$ cat config.mk
export PLATFORM = sky130hd
export DESIGN_NAME = crc_recv_flat
export DESIGN_NICKNAME = d
export VERILOG_FILES = /design/src/rtl/crc_recv_if.sv /design/src/rtl/crc_recv.sv /design/src/flat_wrapper.sv
export SDC_FILE = /design/constraint.sdc
export NUM_CORES = 1
export LEC_CHECK = 0
export BUFFER_PORTS_ARGS = -buffer_cell sky130_fd_sc_hd__buf_2
export CORE_MARGIN = 5
export CORE_UTILIZATION = 59
export CTS_BUF_LIST = sky130_fd_sc_hd__clkbuf_16
export DETAILED_ROUTE_END_ITERATION = 8
export PLACE_DENSITY_LB_ADDON = 0.3
export SLEW_MARGIN = 25
export SYNTH_ARGS = -nofsm -noshare
export SYNTH_HDL_FRONTEND = slang
export SYNTH_SLANG_ARGS = --single-unit
$ cat constraint.sdc
create_clock -name axis_aclk -period 4.5 [get_ports axis_aclk]
set_clock_uncertainty 0.2 [all_clocks]
set_input_delay 0.675 -clock axis_aclk [delete_from_list [all_inputs] [get_ports axis_aclk]]
set_output_delay 0.675 -clock axis_aclk [all_outputs]
set_load 0.01 [all_outputs]
$ cat src/rtl/crc_recv_if.sv
// Word stream into the CRC receiver and the forwarded-payload / frame-status stream out of it.
interface crc_recv_if #(
   parameter int DATA_WIDTH = 32
);
   logic [DATA_WIDTH-1:0] data_in;
   logic                  data_in_valid;
   logic [DATA_WIDTH-1:0] data_out;
   logic                  data_out_valid;
   logic                  frame_done;
   logic                  crc_ok;
   logic                  crc_err;
   logic                  busy;

   modport master (
      output data_in, data_in_valid,
      input  data_out, data_out_valid, frame_done, crc_ok, crc_err, busy
   );

   modport slave (
      input  data_in, data_in_valid,
      output data_out, data_out_valid, frame_done, crc_ok, crc_err, busy
   );
endinterface

$ cat src/rtl/crc_recv.sv
// CRC-32 frame receiver: forwards FRAME_LEN payload words, checks the trailing CRC word,
// pulses pass/fail per frame and keeps a saturating failed-frame count.
module crc_recv #(
   parameter int          DATA_WIDTH = 32,
   parameter int          FRAME_LEN  = 4,
   parameter logic [31:0] POLY       = 32'h04C11DB7,
   parameter logic [31:0] CRC_INIT   = 32'hFFFFFFFF
) (
   input  logic        axis_aclk,
   input  logic        axis_aresetn,
   crc_recv_if.slave   bus,
   input  logic        clear_errs,
   output logic [15:0] err_count
);

   typedef enum logic [1:0] {IDLE, DATA, CRCW} state_t;

   localparam logic [15:0] LAST_IDX = 16'(FRAME_LEN - 1);

   state_t                state_q, state_d;
   logic [31:0]           crc_q, crc_d;
   logic [15:0]           cnt_q, cnt_d;
   logic [DATA_WIDTH-1:0] dout_q, dout_d;
   logic                  dv_q, dv_d;
   logic                  done_q, done_d;
   logic                  ok_q, ok_d;
   logic                  err_q, err_d;
   logic [15:0]           errcnt_q, errcnt_d;

   // MSB-first bit-serial CRC update, fully unrolled.
   function automatic logic [31:0] crc_step(input logic [31:0] crc, input logic [31:0] w);
      logic [31:0] c;
      logic        fb;
      c = crc;
      for (int unsigned k = 0; k < 32; k++) begin
         fb = c[31] ^ w[31 - k];
         c  = {c[30:0], 1'b0} ^ (fb ? POLY : '0);
      end
      return c;
   endfunction

   always_ff @(posedge axis_aclk or negedge axis_aresetn) begin
      if (!axis_aresetn) begin
         state_q  <= IDLE;
         crc_q    <= CRC_INIT;
         cnt_q    <= '0;
         dout_q   <= '0;
         dv_q     <= 1'b0;
         done_q   <= 1'b0;
         ok_q     <= 1'b0;
         err_q    <= 1'b0;
         errcnt_q <= '0;
      end else begin
         state_q  <= state_d;
         crc_q    <= crc_d;
         cnt_q    <= cnt_d;
         dout_q   <= dout_d;
         dv_q     <= dv_d;
         done_q   <= done_d;
         ok_q     <= ok_d;
         err_q    <= err_d;
         errcnt_q <= errcnt_d;
      end
   end

   always_comb begin
      state_d  = state_q;
      crc_d    = crc_q;
      cnt_d    = cnt_q;
      dout_d   = dout_q;
      dv_d     = 1'b0;
      done_d   = 1'b0;
      ok_d     = 1'b0;
      err_d    = 1'b0;
      errcnt_d = errcnt_q;

      case (state_q)
         IDLE: begin
            if (bus.data_in_valid) begin
               crc_d   = crc_step(crc_q, bus.data_in);
               cnt_d   = 16'd1;
               dout_d  = bus.data_in;
               dv_d    = 1'b1;
               state_d = (FRAME_LEN == 1) ? CRCW : DATA;
            end
         end
         DATA: begin
            if (bus.data_in_valid) begin
               crc_d  = crc_step(crc_q, bus.data_in);
               cnt_d  = cnt_q + 16'd1;
               dout_d = bus.data_in;
               dv_d   = 1'b1;
               if (cnt_q == LAST_IDX) state_d = CRCW;
            end
         end
         CRCW: begin
            // Comparing against the running CRC is equivalent to a zero residue.
            if (bus.data_in_valid) begin
               done_d  = 1'b1;
               ok_d    = (bus.data_in == crc_q);
               err_d   = (bus.data_in != crc_q);
               crc_d   = CRC_INIT;
               cnt_d   = '0;
               state_d = IDLE;
            end
         end
         default: state_d = IDLE;
      endcase

      if (clear_errs)
         errcnt_d = '0;
      else if (err_d && (errcnt_q != 16'hFFFF))
         errcnt_d = errcnt_q + 16'd1;
   end

   assign bus.data_out       = dout_q;
   assign bus.data_out_valid = dv_q;
   assign bus.frame_done     = done_q;
   assign bus.crc_ok         = ok_q;
   assign bus.crc_err        = err_q;
   assign bus.busy           = (state_q != IDLE);
   assign err_count          = errcnt_q;

endmodule

$ cat src/flat_wrapper.sv
// flat-port wrapper written by rule: the top's interface ports become plain ports
module crc_recv_flat 
#(
   parameter int          DATA_WIDTH = 32,
   parameter int          FRAME_LEN  = 4,
   parameter logic [31:0] POLY       = 32'h04C11DB7,
   parameter logic [31:0] CRC_INIT   = 32'hFFFFFFFF
)
  (axis_aclk, axis_aresetn, clear_errs, err_count, bus_data_in, bus_data_in_valid, bus_data_out, bus_data_out_valid, bus_frame_done, bus_crc_ok, bus_crc_err, bus_busy);
  crc_recv_if #(.DATA_WIDTH(DATA_WIDTH)) bus_i ();
  input  logic axis_aclk;
  input  logic axis_aresetn;
  input  logic clear_errs;
  output logic [15:0] err_count;
  input wire logic [$bits(bus_i.data_in)-1:0] bus_data_in;
  input wire logic [$bits(bus_i.data_in_valid)-1:0] bus_data_in_valid;
  output wire logic [$bits(bus_i.data_out)-1:0] bus_data_out;
  output wire logic [$bits(bus_i.data_out_valid)-1:0] bus_data_out_valid;
  output wire logic [$bits(bus_i.frame_done)-1:0] bus_frame_done;
  output wire logic [$bits(bus_i.crc_ok)-1:0] bus_crc_ok;
  output wire logic [$bits(bus_i.crc_err)-1:0] bus_crc_err;
  output wire logic [$bits(bus_i.busy)-1:0] bus_busy;
  assign bus_i.data_in = bus_data_in;
  assign bus_i.data_in_valid = bus_data_in_valid;
  assign bus_data_out = bus_i.data_out;
  assign bus_data_out_valid = bus_i.data_out_valid;
  assign bus_frame_done = bus_i.frame_done;
  assign bus_crc_ok = bus_i.crc_ok;
  assign bus_crc_err = bus_i.crc_err;
  assign bus_busy = bus_i.busy;
  crc_recv #(.DATA_WIDTH(DATA_WIDTH), .FRAME_LEN(FRAME_LEN), .POLY(POLY), .CRC_INIT(CRC_INIT)) u_core (.axis_aclk(axis_aclk), .axis_aresetn(axis_aresetn), .bus(bus_i), .clear_errs(clear_errs), .err_count(err_count));
endmodule
======== Word-level counts from Yosys, hierarchy flattened ========
Index checks and enable logic that the tools add are counted.
word-level totals
  bits in registers ....................... 102
  bits of input ports ..................... 36
  output and inout port bits .............. 53
  logic and storage cells ................. 150
operators by class
  add/subtract/negate cells ............... 2
  equal/unequal tests ..................... 11
  mux-type cells .......................... 53
  bitwise logic cells ..................... 64
  reduce and logical (&&, ||, !) cells .... 11
operators with widths
  cell                                                                      count
  32-bit XOR                                                                32
  27-bit 2-to-1 mux                                                         32
  16-bit 2-to-1 mux                                                         5
  32-bit 2-to-1 mux                                                         2
  32-bit one-hot mux with 2 select lines                                    1
  16-bit one-hot mux with 3 select lines                                    1
  16-bit by 1-bit adder with 16-bit output (second input constant)          2
  32-bit == test                                                            1
  32-bit inequality test                                                    1
  1-bit XOR                                                                 32
  16-bit by 2-bit == test with 1-bit output (second input constant)         1
  16-bit inequality test (second input constant)                            1
  2-bit 2-to-1 mux                                                          4
  4-bit AND reduction                                                       2
  1-bit 2-to-1 mux                                                          7
  2-bit inequality test (second input constant)                             3
  2-bit one-hot mux with 3 select lines                                     1
  2-bit nonzero test                                                        3
  2-bit by 1-bit inequality test with 1-bit output (second input constant)  2
  3-bit AND reduction                                                       1
  3-bit nonzero test                                                        1
  2-bit by 1-bit == test with 1-bit output (second input constant)          1
  2-bit == test (second input constant)                                     1
  2-bit logical NOT                                                         1
  other kinds (3)                                                           3

======== Longest topological paths before layout ========
  depth after elaboration ................. 98
  mapped depth ............................ 10
  depth with buffers taken out ............ 10

======== Worst setup path after synthesis ========
Ideal clock, no wire load.
  kind .................................... input to register
  from .................................... in bus_data_in[29]
  to ...................................... reg u_core.crc_q[11]
  library setup time ...................... 0.080 ns
  arrival ................................. 3.431 ns
  required time ........................... 4.220 ns
  setup slack ............................. 0.790 ns
  cell stages on the path ................. 8
  buffers on the path ..................... 0
  cell sequence ........................... xor2_2 -> xnor3_2 -> xnor3_2 -> xnor2_2 -> xnor3_2 -> xnor3_2 -> xnor3_1 -> o22a_1
between the ends
  cells in the longest elaborated chain, start to end .. 42
  elaborated cells between the ends (all ways) .. 62
  those cells by class .................... 17 x mux; 45 x bitwise
RTL lines
  element                                                 line                            text
  start, declared                                         flat_wrapper.sv:15              input wire logic [$bits(bus_i.data_in)-1:0] bus_data_in;
  1-bit XOR (*)                                           crc_recv.sv:36                  fb = c[31] ^ w[31 - k];
  27-bit 2-to-1 mux (*)                                   crc_recv.sv:37                  c = {c[30:0], 1'b0} ^ (fb ? POLY : '0);
  32-bit XOR (*) (6 in series)                            crc_recv.sv:37
  1-bit XOR / 32-bit XOR (equally long branches)          crc_recv.sv:36, crc_recv.sv:37
  27-bit 2-to-1 mux / 32-bit XOR (equally long branches)  crc_recv.sv:37
  32-bit XOR (*) (6 in series)                            crc_recv.sv:37
  1-bit XOR / 32-bit XOR (equally long branches)          crc_recv.sv:36, crc_recv.sv:37
  27-bit 2-to-1 mux / 32-bit XOR (equally long branches)  crc_recv.sv:37
  32-bit XOR (*) (6 in series)                            crc_recv.sv:37
  1-bit XOR / 32-bit XOR (equally long branches)          crc_recv.sv:36, crc_recv.sv:37
  27-bit 2-to-1 mux / 32-bit XOR (equally long branches)  crc_recv.sv:37
  32-bit XOR (*) (10 in series)                           crc_recv.sv:37
  1-bit XOR                                               crc_recv.sv:36
  27-bit 2-to-1 mux                                       crc_recv.sv:37
  32-bit XOR (*) (2 in series)                            crc_recv.sv:37
  32-bit 2-to-1 mux (*)                                   crc_recv.sv:79, crc_recv.sv:88
  32-bit one-hot mux with 2 select lines (*)              crc_recv.sv:77                  case (state_q)
  end signal, assigned                                    crc_recv.sv:55                  crc_q <= crc_d;
  end, declared                                           crc_recv.sv:21                  logic [31:0] crc_q, crc_d;
Mark *: on every way between the ends. The rest lies on a longest branch, timed or not. The select of a mux whose other input is x is not followed.
A chain may end at the register's enable or synchronous reset.

======== Final worst setup path ========
  from .................................... reg u_core.crc_q[21]
  to ...................................... reg u_core.crc_q[10]
between the ends
  cells in the longest elaborated chain, start to end .. 42
  elaborated cells between the ends (all ways) .. 54
  those cells by class .................... 12 x mux; 42 x bitwise
RTL lines
  element                                                 line
  32-bit XOR (*) (10 in series)                           crc_recv.sv:37
  1-bit XOR (*)                                           crc_recv.sv:36
  27-bit 2-to-1 mux (*)                                   crc_recv.sv:37
  32-bit XOR (*) (6 in series)                            crc_recv.sv:37
  1-bit XOR / 32-bit XOR (equally long branches)          crc_recv.sv:36, crc_recv.sv:37
  27-bit 2-to-1 mux / 32-bit XOR (equally long branches)  crc_recv.sv:37
  32-bit XOR (*) (6 in series)                            crc_recv.sv:37
  1-bit XOR / 32-bit XOR (equally long branches)          crc_recv.sv:36, crc_recv.sv:37
  27-bit 2-to-1 mux / 32-bit XOR (equally long branches)  crc_recv.sv:37
  32-bit XOR (*) (6 in series)                            crc_recv.sv:37
  1-bit XOR / 32-bit XOR (equally long branches)          crc_recv.sv:36, crc_recv.sv:37
  27-bit 2-to-1 mux / 32-bit XOR (equally long branches)  crc_recv.sv:37
  32-bit XOR (*) (4 in series)                            crc_recv.sv:37
  32-bit 2-to-1 mux (*)                                   crc_recv.sv:79, crc_recv.sv:88
  32-bit one-hot mux with 2 select lines (*)              crc_recv.sv:77
Marked as above.

==> results.txt <==
DR vias/cell: 5.60
final WL: 19600 µm
Post-CTS Setup Bufs: 0
WL/cell: 21.3 µm
CTS root buffer: clkbuf_16
Clock Latency Late Sink: 360 ps
Die W: 125 µm
Post-CTS Hold Buffers: 0
vias in the first global route: 5275
layout cells sized above 1: 31.8%
ys async rst share: 100%
mapped cell area: 7750 µm²
Avg Inst Size Synth: 12.4 µm²
pre-CTS setup slack: 258 ps
initial antenna violation count: 0
Row Count: 41
ANT nets after route: 0
synthesized instance count: 627
n_diodes: 0
Synth cell types: 40
die extent in y: 125 µm
cell with the most instances after synthesis: xnor2_1
largest cells by area after synthesis: dfrtp_1 23%, xnor3_1 18%, xnor2_1 14%
crit path kind: flop to flop
share of the synthesized area in the top cell type: 22.6%
Critical Path End Type: flop
routability cong.: 0.996
global-route wire length before repair: 30600 µm
Initial DRC Count: 426
TritonCTS clock tree: yes
outcome: finished, final reports clean
Die ar.: 15500 µm²
maximum fanout along the worst path: 4
# DRC: 0
ys flop type: dfrtp_1
Core ar.: 12800 µm²
Yosys top cell by area: dfrtp_1
achievable clock frequency: 246 MHz
fin crit share: 90.3%
CP required: 4580 ps
Max Slew Vio Count: 0
Slew @ Worst Pin: 908 ps
GRT Overall Usage: 25.6%
setup slack after layout: 434 ps
clk sinks: 102
largest net degree at the start of global routing: 70
Clock transition at path regs: 80 ps
fin nets: 787
I/O pins: 89
setup slack, reg-to-reg: 430 ps
Final Hold Viols: 0
Worst setup SP type: flop
setup violators final: 0
IO Port Bufs: 88
drt pass-1 iters: 5
Final Util: 69.9%
Fillers: 943
Syn Nets: 671
max_cap viols: 0
relative slew slack: 39.5%
Post-synth EDFFs: 0
Layout area overhead: 15.2%
Area after DPL: 8600 µm²
total CTS buffers: 9
post-synthesis sequential area ratio: 33.4%
flops & latches, synth: 102
Critical Path AT: 4150 ps
RSZ-0062 raised after global routing: no
yosys warns: 0
post-DP HPWL: 15400 µm
Post-synth top cells: 123 x xnor2_1, 70 x dfrtp_1, 67 x nor2_1, 62 x xnor3_1, 37 x xor2_1
grt total ovfl: 0
Resized cells post-CTS: 0
crit path time final: 4070 ps
design area: 8930 µm²
via count: 5154
Hold WC Path Type: input port to asynchronous set/reset pin
Max Buffers Root-to-Sink: 2
H-tree Lvls: 3
initial core utilization: 60.7%
Fin Setup TNS: 0 ps
## placed cells by master (no fill, tap or decap), drive strengths merged, types with 8 or more instances in the layout
cell	synthesis	routed
dfstp	32	32
xor2	42	42
mux2	32	32
a21oi	31	31
dfrtp	70	70
xnor3	68	68
nand2	15	15
inv	10	13
nand3	20	20
ha	8	8
xor3	9	9
buf	2	118
nand4	11	11
xnor2	144	144
o21ai	15	15
nor2	67	67
clkbuf	11	9
## logic make-up (layout without fill, tap and decap cells)
family / count (synthesis) / in the layout / share of synthesized area [%]
multiplexers: 33 / 33 / 4.78
AO/OA/AOI/OAI: 59 / 59 / 4.37
AND/OR/NAND/NOR: 139 / 139 / 8.26
buffers and inverters: 23 / 144 / 1.11
XOR/XNOR: 263 / 263 / 46.7
flip-flops: 102 / 102 / 33.4
adder cells (fa/ha/maj): 8 / 8 / 1.29
## cell type report
cell class	instances	area [µm²]	area share [%]
multi-input cells	502	5090	57.0
flip-flops and latches	102	2590	29.0
repair buffers	118	688	7.71
clock buffers	9	225	2.52
well taps	172	215	2.41
clock inverters	7	80.1	0.897
inverters	10	37.5	0.420
## per-stage QoR
| stage | hold slack, ps | std cells |
|---|---|---|
| 3_3_place_gp | 281 | 903 |
| 4_1_cts | 269 | 919 |
| 2_1_floorplan | 179 | 627 |
| 3_5_place_dp | 289 | 903 |
| 5_1_grt | 303 | 920 |
| 6_report | 196 | 920 |
## state kept, by name, summed over array words and instances (netlist names)
| register | cells |
|---|---|
| u_core.bus.data_out | 32 |
| u_core.crc_q | 32 |
| u_core.cnt_q | 16 |
| u_core.err_count | 16 |
| u_core.state_q | 2 |
| u_core.bus.crc_err | 1 |
| u_core.bus.crc_ok | 1 |
| u_core.bus.data_out_valid | 1 |
| u_core.bus.frame_done | 1 |
## per-layer routing
metal | vias up | share of wire [%] | track usage, %
li1 | 2373 | - | -
met1 | 2538 | 44 | 35.7
met2 | 213 | 47 | 40.1
met3 | 30 | 7.3 | 5.70
met4 | 0 | 2.6 | 8.45
met5 | - | 0 | 0
## critical path, cell delays in order, from the launching register on
cell and delay [ps]:
dfstp_2 540, xor2_1 510, xor2_2 360, xnor3_1 500, xnor2_2 370, xnor3_1 530, xor2_1 320, xnor3_1 480
a21oi_1 190
## path summary, 6_finish.rpt
kind	from	endpoint	cells after the start
max in group asynchronous	axis_aresetn	u_core.crc_q[15]	2
worst max-delay path	u_core.crc_q[21]	u_core.crc_q[10]	8
worst max register to register	u_core.crc_q[21]	u_core.crc_q[10]	8
min in group axis_aclk	u_core.bus.data_out[1]	u_core.bus.data_out[1]	1
worst min register to register	u_core.bus.data_out[1]	u_core.bus.data_out[1]	1
worst min-delay path	axis_aresetn	u_core.bus.data_out[9]	1
Power is not shown: default switching activity piles up to over one toggle a cycle in this logic, so the estimate is an artifact.
